File: config.mk
export PLATFORM = sky130hd
export DESIGN_NAME = tx_shift_ctrl_flat
export DESIGN_NICKNAME = d
export VERILOG_FILES = /design/src/rtl/tx_shift_ctrl_if.sv /design/src/rtl/tx_shift_ctrl.sv /design/src/flat_wrapper.sv
export SDC_FILE = /design/constraint.sdc
export NUM_CORES = 1
export LEC_CHECK = 0
export ABC_AREA = 1
export ABC_CLOCK_PERIOD_IN_PS = 2060
export CORE_MARGIN = 2
export CORE_UTILIZATION = 28
export DETAILED_ROUTE_END_ITERATION = 10
export SKIP_CTS_REPAIR_TIMING = 1
export SYNTH_ARGS = -nofsm -noshare
export SYNTH_HDL_FRONTEND = slang
export SYNTH_SLANG_ARGS = --single-unit
File: constraint.sdc
create_clock -name clk -period 2.06 [get_ports clk]
set_input_delay 0.412 -clock clk [delete_from_list [all_inputs] [get_ports clk]]
set_output_delay 0.412 -clock clk [all_outputs]
set_load 0.005 [all_outputs]
File: src/rtl/tx_shift_ctrl_if.sv
// Upstream byte handshake between a byte source and the transmit shift sequencer.
interface tx_shift_ctrl_if;
    logic byte_valid;
    logic byte_last;
    logic byte_ready;

    modport master (
        output byte_valid,
        output byte_last,
        input  byte_ready
    );

    modport slave (
        input  byte_valid,
        input  byte_last,
        output byte_ready
    );
endinterface

File: src/rtl/tx_shift_ctrl.sv
// Sequencer for a transmit PISO shifter: accepts bytes over a valid/ready
// handshake and issues load/shift/clear so each bit sits on the serial line
// for CLKS_PER_BIT clocks, MSB first, streaming bytes back-to-back per frame.
//
// state | meaning
// IDLE  | waiting for tx_en and a byte offer; byte_ready follows tx_en
// SHIFT | holding a bit; timer paces the bit, bit_cnt indexes it
// DONE  | one-cycle frame teardown: shifter cleared, frame_done/underrun closed
module tx_shift_ctrl #(
    parameter int DATA_BITS    = 8,
    parameter int CLKS_PER_BIT = 8
) (
    input  logic              clk,
    input  logic              n_rst,
    input  logic              tx_en,
    input  logic              abort,
    tx_shift_ctrl_if.slave    up,
    output logic              shreg_load,
    output logic              shreg_shift,
    output logic              shreg_clear,
    output logic              busy,
    output logic              frame_done,
    output logic              underrun
);
    localparam int TW = (CLKS_PER_BIT > 1) ? $clog2(CLKS_PER_BIT) : 1;
    localparam int BW = $clog2(DATA_BITS);
    localparam logic [TW-1:0] T_LAST = TW'(CLKS_PER_BIT - 1);
    localparam logic [BW-1:0] B_LAST = BW'(DATA_BITS - 1);

    typedef enum logic [1:0] {
        S_IDLE  = 2'd0,
        S_SHIFT = 2'd1,
        S_DONE  = 2'd2
    } state_t;

    state_t          state, state_nxt;
    logic [TW-1:0]   timer, timer_nxt;
    logic [BW-1:0]   bit_cnt, bit_cnt_nxt;
    logic            last_q, last_nxt;
    // remembers that DONE was entered through an underrun, suppressing frame_done
    logic            ur_q, ur_nxt;

    logic            ready_c;
    logic            accept;
    logic            t_term;
    logic            b_term;

    assign t_term        = (timer == T_LAST);
    assign b_term        = (bit_cnt == B_LAST);
    assign accept        = up.byte_valid & ready_c;
    assign up.byte_ready = ready_c;
    assign shreg_load    = accept;
    assign busy          = (state != S_IDLE);

    // State and counter register with asynchronous active-low reset.
    always_ff @(posedge clk or negedge n_rst) begin
        if (!n_rst) begin
            state   <= S_IDLE;
            timer   <= '0;
            bit_cnt <= '0;
            last_q  <= 1'b0;
            ur_q    <= 1'b0;
        end else begin
            state   <= state_nxt;
            timer   <= timer_nxt;
            bit_cnt <= bit_cnt_nxt;
            last_q  <= last_nxt;
            ur_q    <= ur_nxt;
        end
    end

    // Next-state and next-counter logic; abort pre-empts everything outside IDLE.
    always_comb begin
        state_nxt   = state;
        timer_nxt   = timer;
        bit_cnt_nxt = bit_cnt;
        last_nxt    = last_q;
        ur_nxt      = ur_q;
        case (state)
            S_IDLE: begin
                if (accept) begin
                    state_nxt   = S_SHIFT;
                    timer_nxt   = '0;
                    bit_cnt_nxt = '0;
                    last_nxt    = up.byte_last;
                    ur_nxt      = 1'b0;
                end
            end
            S_SHIFT: begin
                if (abort) begin
                    state_nxt   = S_IDLE;
                    timer_nxt   = '0;
                    bit_cnt_nxt = '0;
                    last_nxt    = 1'b0;
                    ur_nxt      = 1'b0;
                end else if (accept) begin
                    // back-to-back reload at the byte boundary
                    timer_nxt   = '0;
                    bit_cnt_nxt = '0;
                    last_nxt    = up.byte_last;
                    ur_nxt      = 1'b0;
                end else if (t_term) begin
                    if (!b_term) begin
                        timer_nxt   = '0;
                        bit_cnt_nxt = bit_cnt + 1'b1;
                    end else begin
                        // a non-last byte with no follower is an underrun
                        state_nxt = S_DONE;
                        ur_nxt    = ~last_q;
                    end
                end else begin
                    timer_nxt = timer + 1'b1;
                end
            end
            S_DONE: begin
                state_nxt   = S_IDLE;
                timer_nxt   = '0;
                bit_cnt_nxt = '0;
                last_nxt    = 1'b0;
                ur_nxt      = 1'b0;
            end
            default: begin
                state_nxt   = S_IDLE;
                timer_nxt   = '0;
                bit_cnt_nxt = '0;
                last_nxt    = 1'b0;
                ur_nxt      = 1'b0;
            end
        endcase
    end

    // Output decode: handshake ready, shifter strobes and frame status pulses.
    always_comb begin
        ready_c     = 1'b0;
        shreg_shift = 1'b0;
        shreg_clear = 1'b0;
        frame_done  = 1'b0;
        underrun    = 1'b0;
        case (state)
            S_IDLE: begin
                ready_c = tx_en & ~abort;
            end
            S_SHIFT: begin
                if (abort) begin
                    shreg_clear = 1'b1;
                end else if (t_term) begin
                    if (!b_term) begin
                        shreg_shift = 1'b1;
                    end else if (!last_q) begin
                        ready_c  = 1'b1;
                        underrun = ~up.byte_valid;
                    end
                end
            end
            S_DONE: begin
                shreg_clear = 1'b1;
                frame_done  = ~abort & ~ur_q;
            end
            default: begin
                shreg_clear = 1'b1;
            end
        endcase
    end
endmodule

File: src/flat_wrapper.sv
// flat-port wrapper written by rule: the top's interface ports become plain ports
module tx_shift_ctrl_flat 
#(
    parameter int DATA_BITS    = 8,
    parameter int CLKS_PER_BIT = 8
)
  (clk, n_rst, tx_en, abort, shreg_load, shreg_shift, shreg_clear, busy, frame_done, underrun, up_byte_valid, up_byte_last, up_byte_ready);
  tx_shift_ctrl_if up_i ();
  input  logic clk;
  input  logic n_rst;
  input  logic tx_en;
  input  logic abort;
  output logic shreg_load;
  output logic shreg_shift;
  output logic shreg_clear;
  output logic busy;
  output logic frame_done;
  output logic underrun;
  input wire logic [$bits(up_i.byte_valid)-1:0] up_byte_valid;
  input wire logic [$bits(up_i.byte_last)-1:0] up_byte_last;
  output wire logic [$bits(up_i.byte_ready)-1:0] up_byte_ready;
  assign up_i.byte_valid = up_byte_valid;
  assign up_i.byte_last = up_byte_last;
  assign up_byte_ready = up_i.byte_ready;
  tx_shift_ctrl #(.DATA_BITS(DATA_BITS), .CLKS_PER_BIT(CLKS_PER_BIT)) u_core (.clk(clk), .n_rst(n_rst), .tx_en(tx_en), .abort(abort), .up(up_i), .shreg_load(shreg_load), .shreg_shift(shreg_shift), .shreg_clear(shreg_clear), .busy(busy), .frame_done(frame_done), .underrun(underrun));
endmodule
==> results.md, run 1 <==
- The run finished, with violations left.
- The checks that failed: setup timing.
- At the worst endpoint, the arrival time is between 1.5 and 2 ns.
- The final global-route overflow total is 0.
- The detailed-routing iteration count for the pre-antenna-repair pass is 4.
- The power density of the placed cells is between 500 and 600 nW/um^2.
- The area after detailed placement is around 880 sq um.
- The first-iteration detailed-routing DRC count is 2.
- At the end of the flow, the number of nets in the layout was approximately 120.
- The most critical setup path has its startpoint at u_core.timer[1]$_DFFE_PN0P_.
- The commonest cells after synthesis are nand2_1, dfrtp_1, nor2_1, inv_1, nand2_2.
- The final design utilization is approximately 45%.
- The layer with the highest usage is met2.
- Across the VDD grid, the largest voltage drop is between 0.0002 and 0.00025 V.
- For met3 alone, demand over resource in global routing was 2.87%.
- Counting the buffers created by CTS gives 3.
- By area the synthesized netlist is led by dfrtp_1, nand2_1, ha_1.
- The worst hold path belongs to the class in -> async.
- For this block, the via count after detailed routing is a little over 600.
- The net count of the mapped netlist is 87.
- In the finished design, the share of the clock period the worst path needs comes to 105%.
- Summing all non-filler instances in the final layout gives an area of slightly below 1000 sq um.
- The worst setup path is captured at a primary output.
- The final worst-path setup slack is -0.113 ns.
- The prevailing post-synth register cell is dfrtp_1.
- In this run the horizontal extent of the chip is 52.1 um.
- The met2 track demand over resource is between 20% and 30%.
- Global routing consumed, on the met1 layer, 16.0% of the routing resources.
- Excluding fillers, the count of instances in the completed layout stands at roughly 140.
- For this run, design rule violations remaining after detail routing come to 0.
- Subtracting the final worst setup slack from the clock period gives approximately 2.2 ns.
- The complex-gate fraction of the synthesized area is 11.6%.
- The number of maximum-capacitance violations is 0.
- The remaining max-slew budget at the tightest pin is about two thirds.
- The worst clock skew is 0.00526 ns.
- The start of the worst register-to-register path is u_core.timer[1]$_DFFE_PN0P_.
- Setup repair after global routing could not meet its margin everywhere.
- Of the total synthesized cell area, the portion taken by AND, OR, NAND and NOR gates is 35.6%.
- The largest net degree at the start of global routing is 11.
- The maximum count of clock buffers along a single path is 2.
- The number of antenna cells inserted is 0.
- The analysis attributes to cell leakage a power of ~0.52 nW.
- The detail-routed net length per standard cell is between 10 and 15 um.
- The cell at the root of the clock tree is clkbuf_4.
- The worst setup path is launched from a register.
- Summing every instance area after synthesis gives ~650 sq um.
- Yosys mapped the design onto 23 distinct sky130hd cell types.
- Input and output buffers added on the ports amount to 12.
- The detail route stage leaves a number of antenna-violating nets equal to 0.
- The number of H-tree levels is 1.
- The weighted congestion reported at the end of routability-driven placement is 0.752.
- The critical path is of the reg -> out type.
- Derived from the worst setup path, the maximum achievable clock frequency is roughly 0.46 GHz.
- The total placed cells including tap cells is 127.
- The largest fanout on the critical path is 3.
- The total I/O pin count is 13.
- The main combinational cell family by area after synthesis is simple AND/OR/NAND/NOR gates.
- The global-route usage over all layers is between 10% and 20%.
- The clock reaches the later pin of the worst-skew pair after around 0.26 ns.
- The first global-routing pass estimated between 2000 and 3000 um of wire.
- The post-detailed-routing wire length is roughly 1600 um.
- The multiplexer fraction of the synthesized cell area is 0%.
- The number of flip-flops and latches in the synthesized netlist is 10.
- The total count of max-transition violations in the final report came to 0.
- The sequential-to-total area share from yosys stat is around 39%.
- The initial utilization of the core area, before any placement, comes to approximately 30%.
- The final-report setup violation count is 1.
- The area share of the largest cell type after synthesis is between 30% and 40%.
- The area of the die is roughly 2700 sq um.
- TritonCTS built the clock tree.
- The initialized floorplan defines 17 standard-cell rows.
- The layout cell share with drive strength beyond 1 is between 30% and 40%.
- Counting flops with a built-in enable in the synthesized netlist gives 0.
- The number of global-route vias before repair came to roughly 600.
- The hold violation count in the final report is 0.
- Once detailed placement completed, the half-perimeter wirelength came to ~1200 um.
- The proportion of synthesized flip-flops having asynchronous set or reset is 100%.
- The post-synthesis instance total is slightly below 80.
- By instance count, the leading cell after synthesis is nand2_1.
- Of the total synthesized cell area, the portion taken by XOR and XNOR cells is 0%.
- The cell taking the most area after synthesis is dfrtp_1.
- After synthesis, the mean cell area works out to about 8.4 sq um.
- The register-to-register setup slack is between 0.2 and 0.3 ns.
- The core area is roughly 2200 sq um.
- After routing, the total negative slack on setup checks comes to -0.113 ns.
- The transition time of the tightest slew-check pin is 0.481 ns.
- For the worst setup path, the data required time is about 1.7 ns.
- Of the total synthesized cell area, the portion taken by full adders, half adders and majority gates is roughly 7.7%.
- The synthesis-to-layout area growth is 51.5%.
- For this design, the sink count on the clock tree is 10.
- The warning count from the yosys run is 0.
- The initial antenna violation count is 0.
- The die height is 52.1 um.
- The routed via count divided by cell count is between 4 and 5.
- Clock-pin slew was measured on the worst setup and hold paths at around 0.060 ns.
## worst max-delay path, stage by stage (launching register included)
cell and delay, ns:
dfrtp_1 0.35, ha_2 0.20, ha_4 0.13, inv_2 0.05, nor2_4 0.12, nand4_4 0.13
buf_6 0.15, buf_6 0.10, a21boi_2 0.14, clkbuf_2 0.13
## routing by layer
metal | wire length, um | share of wire (%) | up-vias
met2 | 705 | 44 | 16
met1 | 818 | 51 | 285
met5 | 0 | 0 | -
met4 | 9 | 0.56 | 0
met3 | 77 | 4.8 | 2
li1 | - | - | 315
## per-stage QoR
step / hold WS, ns / setup WS [ns] / power (mW)
3_5_place_dp: 0.468 / -0.250 / 0.363
2_1_floorplan: 0.116 / 0.431 / 0.301
5_1_grt: 0.497 / -0.209 / 0.542
3_3_place_gp: 0.459 / -0.210 / 0.361
6_report: 0.475 / -0.113 / 0.509
4_1_cts: 0.481 / -0.417 / 0.499
## worst paths after layout
check / cells after the start / to
setup / recovery: 9 / shreg_load
hold / removal: 1 / u_core.last_q$_DFF_PN0_
setup reg to reg: 12 / u_core.timer[2]$_DFFE_PN0P_
hold reg to reg: 2 / u_core.bit_cnt[1]$_DFFE_PN0P_
max in group asynchronous: 1 / u_core.ur_q$_DFFE_PN0P_
min in group clk: 2 / u_core.bit_cnt[1]$_DFFE_PN0P_
## cell families after synthesis
kind of cell	count (synthesis)
AND/OR/NAND/NOR	41
AO/OA/AOI/OAI	11
buffers and inverters	11
flip-flops	10
adder cells (fa/ha/maj)	4
## placed cells by master (no fill, tap or decap), drive strengths merged
cell and count:
o211ai 2, a21oi 1, buf 15, nand4 3, ha 4, clkdlybuf4s50 7
o21ai 5, dlymetal6s2s 4, inv 11, clkbuf 4, o22ai 1, nand3 1
nor3 4, a21boi 1, dfrtp 10, nor2 12, a31o 1, nand2 21
## layout make-up
type                            count  area [sq um]
Sequential cell                    10           250
Tap cell                           28          35.0
Timing Repair Buffer               27           245
Multi-Input combinational cell     56           385
Fill cell                         225          1210
Inverter                           11          41.3
Clock buffer                        3          22.5
## state kept, by name, indices dropped and copies added (netlist names)
signal / cells
u_core.state: 2
u_core.last_q: 1
u_core.bit_cnt: 3
u_core.timer: 3
u_core.ur_q: 1
## where the power goes
part / switching (mW) / internal [mW]
Combinational: 0.0695 / 0.0751
Sequential: 0.0170 / 0.217
Clock: 0.0631 / 0.0673
(Power assumes the default switching activity.)
==> inputs of run 2 (changes only) <==
--- a/config.mk
+++ b/config.mk
@@ -7,6 +7,7 @@
 export LEC_CHECK = 0
 export ABC_AREA = 1
 export ABC_CLOCK_PERIOD_IN_PS = 2060
+export CAP_MARGIN = 20
 export CORE_MARGIN = 2
 export CORE_UTILIZATION = 28
 export DETAILED_ROUTE_END_ITERATION = 10
==> results of run 2 <==
Final layout, timing and power as in run 1 (identical DEF).
==> RTL edit 1 (flow settings as in run 1) <==
Encoding of `state_t`: now one-hot (3 bits for 3 states).
--- a/src/rtl/tx_shift_ctrl.sv
+++ b/src/rtl/tx_shift_ctrl.sv
@@ -28,8 +28,8 @@
     localparam logic [BW-1:0] B_LAST = BW'(DATA_BITS - 1);
 
-    typedef enum logic [1:0] {
-        S_IDLE  = 2'd0,
-        S_SHIFT = 2'd1,
-        S_DONE  = 2'd2
+    typedef enum logic [2:0] {
+        S_IDLE  = 3'b001,
+        S_SHIFT = 3'b010,
+        S_DONE  = 3'b100
     } state_t;
 
Behaviour: same outputs for any inputs over 10 cycles, from zero or initial values and one cycle with n_rst low; not proved beyond that.
==> RTL edit 1 against run 1 <==
Sequential share of layout area up 1.2 points; synthesized area rose by 8.9%; cell area is 5.5% higher; sequential cell count rose by 1; wire length increased by 4.5%; setup slack better by 0.14 ns; via count increased by 4.0%; critical endpoint unchanged.
Power is not compared: it rests on default switching activity, and its combinational part moved more than twofold at a synthesized area within 25%.
==> RTL edit 1: results <==
set metrics [dict create \
    hpwlAfterDp_um 1220 \
    slowest_delay_ns 0.44 \
    finalClockSkew_ns 0.00386 \
    wl_met3_um 91 \
    routedWlPerCell_um 11.8 \
    wl_met1_um 823 \
    dp.cells 137 \
    status "finished clean" \
    arrival_ns 1.62 \
    synth_nets 95 \
    gp_congestion 0.821 \
    grt_start_max_net_pins 12 \
    fin_nets 124 \
    wl_met2_um 743 \
    place_area_um2 937 \
    grt_pass1_wl_um 2540 \
    crit_fanout 5 \
    drive_gt1_frac 0.336 \
    met2_usage 0.185 \
    routed_via_density 4.50 \
    yosysUniqueCellTypes 25 \
    grt_pass1_vias 580 \
    fin_setup_tns_ns 0 \
    nFillCells 258 \
    synth_seq_area_share 0.393 \
    met1_usage 0.162 \
    grt.total_usage 0.122 \
    ys_top_cells_by_area "dfrtp_1 (36%), nand2_1 (7.5%), ha_1 (7.1%)" \
]
[RTL edit 1: cell count changes in the layout (fill, tap and decap cells not counted), moves of 2 or more]
cell             change
nand3_1              +6
nor2_1               +4
dlymetal6s2s_1       +3
nand2_2              -3
buf_6                -2
clkdlybuf4s50_1      -2
nand3_4              +2
nor2_4               -2
o211ai_1             -2
[RTL edit 1: power by group through the flow]
stage / combinational [mW] / sequential, mW / clock (mW)
5_1_grt: 0.556 / 0.330 / 0.161
2_1_floorplan: 0.287 / 0.320 / 0
6_report: 0.490 / 0.325 / 0.147
3_3_place_gp: 0.464 / 0.326 / 0
3_5_place_dp: 0.476 / 0.328 / 0
4_1_cts: 0.479 / 0.323 / 0.159
[RTL edit 1: cell families (layout without fill, tap and decap cells)]
kind of cell	count (synthesis)	after routing	synth area share
fa+ha+maj	4	4	0.0711
simple gates	50	50	0.378
compound gates	8	8	0.0853
buf+inv	11	39	0.0586
mux	1	1	0.0142
flops	11	11	0.393
[RTL edit 1: final timing paths]
path | from | to | slack [ns] | cells after the start
max in group asynchronous | n_rst | u_core.state[0] | 1.20 | 1
min in group clk | u_core.bit_cnt[1] | u_core.bit_cnt[1] | 0.49 | 2
worst min-delay path | n_rst | u_core.last_q | 0.49 | 1
worst min register to register | u_core.bit_cnt[1] | u_core.bit_cnt[1] | 0.49 | 2
worst max register to register | u_core.timer[0] | u_core.bit_cnt[0] | 0.30 | 11
worst max-delay path | abort | shreg_load | 0.03 | 8
[RTL edit 1: layout make-up]
type	instances	area, um^2	area share
clock buffers	4	26.3	0.0254
inverters	11	41.3	0.0400
multi-input cells	63	424	0.410
flip-flops and latches	11	277	0.268
well taps	30	37.5	0.0363
repair buffers	24	228	0.220
==> RTL edit 2 (settings of run 1) <==
Made on the original files. `DATA_BITS` is set to 8 in 2 places; all go to 16.
--- a/src/rtl/tx_shift_ctrl.sv
+++ b/src/rtl/tx_shift_ctrl.sv
@@ -8,5 +8,5 @@
 // DONE  | one-cycle frame teardown: shifter cleared, frame_done/underrun closed
 module tx_shift_ctrl #(
-    parameter int DATA_BITS    = 8,
+    parameter int DATA_BITS    = 16,
     parameter int CLKS_PER_BIT = 8
 ) (
--- a/src/flat_wrapper.sv
+++ b/src/flat_wrapper.sv
@@ -2,5 +2,5 @@
 module tx_shift_ctrl_flat 
 #(
-    parameter int DATA_BITS    = 8,
+    parameter int DATA_BITS    = 16,
     parameter int CLKS_PER_BIT = 8
 )
Behaviour: same outputs for any inputs over 10 cycles, from zero or initial values and one cycle with n_rst low; that may be too few to reach the edited logic, so the function may still have changed.
==> RTL edit 2 against run 1 <==
Sequential power rose by 18%; worst hold slack got worse by 0.0024 ns; clock power up 16%; cell area grew 7.3%; power grew 41%; sequential cell count rose by 1; setup slack gained 0.18 ns; synthesized area rose by 17%; wire length grew 4.7%.
==> RTL edit 2: results <==
set metrics [dict create \
    status "finished clean" \
    synth_nets 107 \
    ys_top_cells_by_area "dfrtp_1 (36%), nand2_1 (11%), inv_1 (8.4%)" \
    synth-xor-area-share 0.0116 \
    nFillCells 268 \
    drt_first_pass_iters 4 \
    slowest_stage "clkdlybuf4s50_1" \
    path_clk_slew_ns 0.07 \
    post-place-ws_ns -0.234 \
    wl_um 1690 \
    cts.path.max_buffers 2 \
    wl_met2_um 811 \
    synth.avg_cell_area_um2 7.72 \
    wl_met3_um 69 \
    highest_layer "met4" \
    hpwlAfterDp_um 1290 \
    arrival_ns 1.58 \
    synth_compound_area_frac 0.0744 \
    p_seq_mw 0.277 \
    grt.total_usage 0.117 \
    power_switching_mw 0.260 \
    routed_via_density 4.32 \
    synth_seq_area_share 0.364 \
    worst_slew_pin_slew_ns 0.500 \
    cts_root_buffer "clkbuf_4" \
    synth-adder-area-share 0.0496 \
    muxShareOfSynthArea 0 \
    sw_frac_of_total 0.363 \
    crit_fanout 5 \
    gp_congestion 0.827 \
    grtUsageMet3 0.0302 \
    cts_htree_levels 1 \
    grt_pass1_vias 654 \
    grt_start_max_net_pins 12 \
    vias 674 \
    dp.cells 150 \
    met2_usage 0.187 \
    peakVddDrop_mv 0.334 \
    p_leak_nw 0.655 \
    synth_warnings 0 \
    p_clk_frac 0.210 \
    grt_pass1_wl_um 2820 \
    yosysUniqueCellTypes 25 \
    largest_registers "u_core.bit_cnt x4, u_core.timer x3, u_core.state x2" \
    wl_met1_um 780 \
    synth_common_cells "nand2_1 (23), inv_1 (17), dfrtp_1 (11)" \
    fin_nets 136 \
    slowest_delay_ns 0.52 \
    drt_first_iter_violations 12 \
    place_area_um2 990 \
    finalClockSkew_ns 0.00273 \
    met1_usage 0.146 \
    drive_gt1_frac 0.270 \
]
RTL edit 2: final cells by class:
cell class / instances / area, um^2 / share of cell area
sequential: 11 / 275 / 0.262
clock buffer: 4 / 26.3 / 0.0250
multi-input combinational: 66 / 410 / 0.390
tap: 30 / 37.5 / 0.0357
inverter: 21 / 78.8 / 0.0750
timing repair buffer: 24 / 223 / 0.212
RTL edit 2: worst max-delay path, delay by kind of cell, from the launching register on:
family | cells | cell delay (ns)
buf+inv | 3 | 0.78
flops | 1 | 0.43
simple gates | 1 | 0.10
RTL edit 2: path summary, 6_finish.rpt:
check | slack, ns | endpoint | depth (start not counted) | from
min | 0.47 | u_core.timer[0] | 1 | n_rst
min in group clk | 0.53 | u_core.ur_q | 2 | u_core.ur_q
min reg2reg | 0.53 | u_core.ur_q | 2 | u_core.ur_q
max | 0.07 | busy | 4 | u_core.state[0]
max in group asynchronous | 1.25 | u_core.bit_cnt[2] | 1 | n_rst
max reg2reg | 0.45 | u_core.bit_cnt[1] | 10 | u_core.bit_cnt[0]
